<file path="config.mk">
export PLATFORM = sky130hd
export DESIGN_NAME = shift_add_multiplier8
export DESIGN_NICKNAME = d
export VERILOG_FILES = /design/src/rtl/shift_add_multiplier8_pkg.sv /design/src/rtl/shift_add_multiplier8_adder8.sv /design/src/rtl/shift_add_multiplier8.sv
export SDC_FILE = /design/constraint.sdc
export NUM_CORES = 1
export LEC_CHECK = 0
export CAP_MARGIN = 20
export CORE_UTILIZATION = 50
export CTS_BUF_LIST = sky130_fd_sc_hd__clkbuf_8 sky130_fd_sc_hd__clkbuf_16
export DETAILED_ROUTE_END_ITERATION = 8
export PLACE_DENSITY = 0.82
export SKIP_LAST_GASP = 1
export SLEW_MARGIN = 20
export SYNTH_ARGS = -nofsm -noshare
export SYNTH_HDL_FRONTEND = slang
export SYNTH_HIERARCHICAL = 1
export SYNTH_SLANG_ARGS = --single-unit
export TNS_END_PERCENT = 100
</file>
<file path="constraint.sdc">
create_clock -name clk -period 2.4 [get_ports clk]
set_input_delay 0.36 -clock clk [delete_from_list [all_inputs] [get_ports clk]]
set_output_delay 0.36 -clock clk [all_outputs]
set_load 0.02 [all_outputs]
</file>
<file path="src/rtl/shift_add_multiplier8_pkg.sv">
// Shared constants and state encoding for the 8x8 shift-add multiplier.
package shift_add_multiplier8_pkg;

    localparam int unsigned WIDTH      = 8;
    localparam int unsigned ITERATIONS = 8;
    localparam int unsigned CNT_W      = 4;

    typedef enum logic [1:0] {
        IDLE = 2'd0,
        RUN  = 2'd1,
        DONE = 2'd2
    } state_t;

endpackage

</file>
<file path="src/rtl/shift_add_multiplier8_adder8.sv">
// 8-bit ripple-style adder with carry in/out used by the multiplier datapath.
module Adder8
    import shift_add_multiplier8_pkg::*;
(
    input  logic [WIDTH-1:0] i_a,
    input  logic [WIDTH-1:0] i_b,
    input  logic             i_cin,
    output logic [WIDTH-1:0] o_sum,
    output logic             o_cout
);

    always_comb begin
        {o_cout, o_sum} = {1'b0, i_a} + {1'b0, i_b} + {{WIDTH{1'b0}}, i_cin};
    end

endmodule

</file>
<file path="src/rtl/shift_add_multiplier8.sv">
// Sequential 8x8 unsigned multiplier: one conditional add and right shift per cycle.
module shift_add_multiplier8
    import shift_add_multiplier8_pkg::*;
(
    input  logic                 clk,
    input  logic                 rst_n,
    input  logic                 start,
    input  logic [WIDTH-1:0]     multiplicand,
    input  logic [WIDTH-1:0]     multiplier,
    output logic                 busy,
    output logic                 done,
    output logic [2*WIDTH-1:0]   product
);

    state_t                 r_state;
    state_t                 w_next_state;
    logic [WIDTH-1:0]       r_a;
    logic [2*WIDTH-1:0]     r_p;
    logic [CNT_W-1:0]       r_cnt;
    logic [2*WIDTH-1:0]     r_product;

    logic                   w_accept;
    logic                   w_last;
    logic [WIDTH-1:0]       w_addend;
    logic [WIDTH-1:0]       w_sum;
    logic                   w_cout;
    logic [2*WIDTH:0]       w_p_sum;

    assign w_accept = start && (r_state != RUN);
    assign w_last   = (r_state == RUN) && (r_cnt == CNT_W'(ITERATIONS - 1));
    assign w_addend = r_p[0] ? r_a : '0;

    Adder8 u_adder8 (
        .i_a    (r_p[2*WIDTH-1:WIDTH]),
        .i_b    (w_addend),
        .i_cin  (1'b0),
        .o_sum  (w_sum),
        .o_cout (w_cout)
    );

    // Carry lands in P[16] before the shift, so the stored P[16] is always zero
    // and only the shifted 16 bits are kept.
    assign w_p_sum = {w_cout, w_sum, r_p[WIDTH-1:0]};

    always_ff @(posedge clk or negedge rst_n) begin
        if (!rst_n) r_state <= IDLE;
        else        r_state <= w_next_state;
    end

    always_comb begin
        w_next_state = r_state;
        case (r_state)
            IDLE:    if (start) w_next_state = RUN;
            RUN:     if (w_last) w_next_state = DONE;
            DONE:    w_next_state = start ? RUN : IDLE;
            default: w_next_state = IDLE;
        endcase
    end

    always_ff @(posedge clk or negedge rst_n) begin
        if (!rst_n) begin
            r_a       <= '0;
            r_p       <= '0;
            r_cnt     <= '0;
            r_product <= '0;
        end else if (r_state == RUN) begin
            r_p   <= w_p_sum[2*WIDTH:1];
            r_cnt <= r_cnt + 1'b1;
            if (w_last) r_product <= w_p_sum[2*WIDTH:1];
        end else if (w_accept) begin
            r_a   <= multiplicand;
            r_p   <= {{WIDTH{1'b0}}, multiplier};
            r_cnt <= '0;
        end
    end

    assign busy    = (r_state == RUN);
    assign done    = (r_state == DONE);
    assign product = r_product;

endmodule

</file>
==> metrics.md <==
| Metric | Value |
|---|---|
| Die H | 69.5 um |
| Dpl hpwl | around 3.0 mm |
| RD Place Congestion | between 0.8 and 0.9 |
| Leakage | 1.27 nW |
| Fillers | 332 |
| Share of cells above drive strength 1 | a little under a fifth |
| H-tree levels | 2 |
| Fin nets | 267 |
| TNS Setup | 0 ps |
| CTS sink cnt | 46 |
| Worst-path clk slew | roughly 90 ps |
| Dpl cell area | around 2700 um^2 |
| DR iter-0 viols | 60 |
| Fin. max-slew vios | 0 |
| First-pass GRT wire length | 6.96 mm |
| Slew Limit Headroom | 64.5% |
| ANT cells | 0 |
| Overall Global Routing Usage | 18.6% |
| Num CTS Buffers | 5 |
| Placed Cells incl. Taps | roughly 280 |
| Min cycle time layout | 2280 ps |
| Fraction of registers with async set/reset | between 90% and 100% |
| Peak Freq | roughly 0.44 GHz |
| RSZ-0062 raised after global routing | no |
| Grt total ovfl | 0 |
| Worst-margin pin slew | between 500 and 600 ps |
| Synth top area share | 50.5% |
| CP max FO | 2 |
| Antenna violations before repair | 0 |
| Mapped Cells | 196 |
| Yosys cell types | 36 |
| Drt pass-1 iters | 5 |
| Rows | 24 |
| Crit Path Class | flip-flop to flip-flop |
| Storage element area | 1150 um^2 |
| Drt drc | 0 |
| Final std cells w/o fill | slightly below 300 |
| Post-route ant nets | 0 |
| Setup crit end kind | flip-flop |
| Port bufs | 36 |
| Synth top area cells | dfrtp_1 50%, mux2_2 7.9%, mux2_4 5.9% |
| Tot Pwr | 3.75 mW |
| Die area | around 4800 um^2 |
| Drt total wl | a little over 4 mm |
| Hold buffers post-CTS | 0 |
| Total core area | 4350 um^2 |
| EDFF count, synth | 0 |
| Max_cap viols | 0 |
| Pre-CTS setup slack | 107 ps |
| Clk Latency, worst-skew pair | approximately 300 ps |
| Vias | 1550 |
| Yosys Warn Count | 6 |
| Die width | 69.5 um |
| Commonest non-fill, non-tap cell in the layout | dfrtp_1 |
| Clock Path Buffers | 2 |
| Initial Utilization | 52.4% |
| PD cells | between 1000 and 1500 nW/um^2 |
| Drt via density | 5.33 |
| Synth Cell Area | roughly 2300 um^2 |
| CP Launch Type | flip-flop |
| Hold WC Path Type | input pin to async pin |
| Clock Skew | 8.11 ps |
| Syn_area_per_cell | around 12 um^2 |
| Number of global-route vias before repair | 1448 |
| Sequential area share after synthesis | approximately half |
| Syn nets | 225 |
| Pin count of the biggest net entering global routing | 37 |
| Finished Cell Area | 2820 um^2 |
| Worst setup margin | 124 ps |
| Footprint of the multi-input gates | 1060 um^2 |
| I/O pin total | 37 |
| Fin. Hold Viols | 0 |
| Status | finished, final reports clean |
| Max VDD drop | 0.620 mV |
| Finish-stage setup viols | 0 |
| Per-cell routed wire length | about 14 um |
| Top cell type by total area after synthesis | dfrtp_1 |
| Req. time, crit path | 2600 ps |
| Clk root buf | clkbuf_8 |
| CTS tree | done |
| Synth Register Bits | between 40 and 50 |
| Synth Flop Type | dfrtp_1 |
| Most frequent cells in the layout | 46 x dfrtp_1, 35 x clkdlybuf4s50_1, 31 x nand2_1 |
| Worst path arrival time | 2470 ps |
| Period utilization | about 95% |
| Layout area overhead | 23.8% |
==> Yosys cell counts, types with 2 or more instances <==
cell type	number
mux2_2	16
and2_1	8
xnor2_1	2
ha_1	8
a311o_1	2
nand2_1	31
a21o_1	2
a21oi_1	4
nand3_1	5
mux2_4	9
dfrtp_1	46
inv_1	3
mux2i_1	9
fa_1	2
nor2b_1	2
o21ai_0	22
nand2b_1	2
clkbuf_1	3
xor2_1	3
==> metal layers <==
metal | track usage (%) | wire length, um | vias to the layer above
met5 | 0 | 0 | -
li1 | - | - | 767
met4 | 6.80 | 71 | 0
met3 | 4.36 | 148 | 8
met2 | 27.2 | 1860 | 30
met1 | 27.0 | 1950 | 745
==> sequential cells by signal (all words and copies together), names as in the netlist <==
| signal | cells |
|---|---|
| r_p | 16 |
| r_a | 8 |
| r_cnt | 4 |
| r_state | 2 |
| product | 16 |
==> cell type report <==
cell class | instances | area share [%]
Tap cell | 52 | 2.30
Clock inverter | 3 | 1.55
Multi-Input combinational cell | 138 | 37.6
Timing Repair Buffer | 42 | 14.6
Inverter | 5 | 0.665
Clock buffer | 5 | 2.44
Sequential cell | 46 | 40.8
==> worst max-delay path, cell delays in order, from the launching register on <==
cell	delay, ps
dfrtp_1	380
and2_1	170
fa_1	440
fa_1	440
a21oi_2	180
o21a_1	160
o21ai_0	130
mux2_2	280
==> power breakdown <==
group          total [mW]  leakage, nW  switching, mW  internal, mW
registers            1.36        0.568          0.222          1.14
clock network       0.578       0.0585          0.266         0.312
logic                1.81        0.644          0.909         0.904
==> cell families (layout without fill, tap and decap cells) <==
logic type / after synthesis / in the layout / synth area share [%]
multiplexers: 34 / 34 / 17.8
XOR/XNOR: 5 / 5 / 1.92
AO/OA/AOI/OAI: 35 / 35 / 9.11
buffers and inverters: 12 / 55 / 3.07
flip-flops: 46 / 46 / 50.5
adder cells (fa/ha/maj): 10 / 10 / 6.15
other: 1 / 1 / 0.164
AND/OR/NAND/NOR: 53 / 53 / 11.3
==> timing repair <==
action	4_1_cts	5_1_grt
resized for setup	0	1
hold endpoints to repair	0	0
setup endpoints to repair	0	1
buffers inserted	0	0
==> final timing paths <==
path,start,to,slack (ps),cells after the start
max in group asynchronous,rst_n,r_a[4],1780,2
worst min register to register,r_a[5],r_a[5],500,1
worst min-delay path,rst_n,r_p[7],30,1
min in group clk,r_a[5],r_a[5],500,1
worst max register to register,r_a[0],product[15],120,7
worst max-delay path,r_a[0],product[15],120,7
==> stage by stage <==
| stage | hold slack [ps] | util, % |
|---|---|---|
| final | 26.7 | 64.8 |
| after global routing | 61.1 | 64.8 |
| after CTS | 46.5 | 64.7 |
| after detailed placement | 378 | 62.2 |
| after global placement | 381 | 62.2 |
| after floorplan | 64.4 | - |
Power figures use the tool's default switching activity.
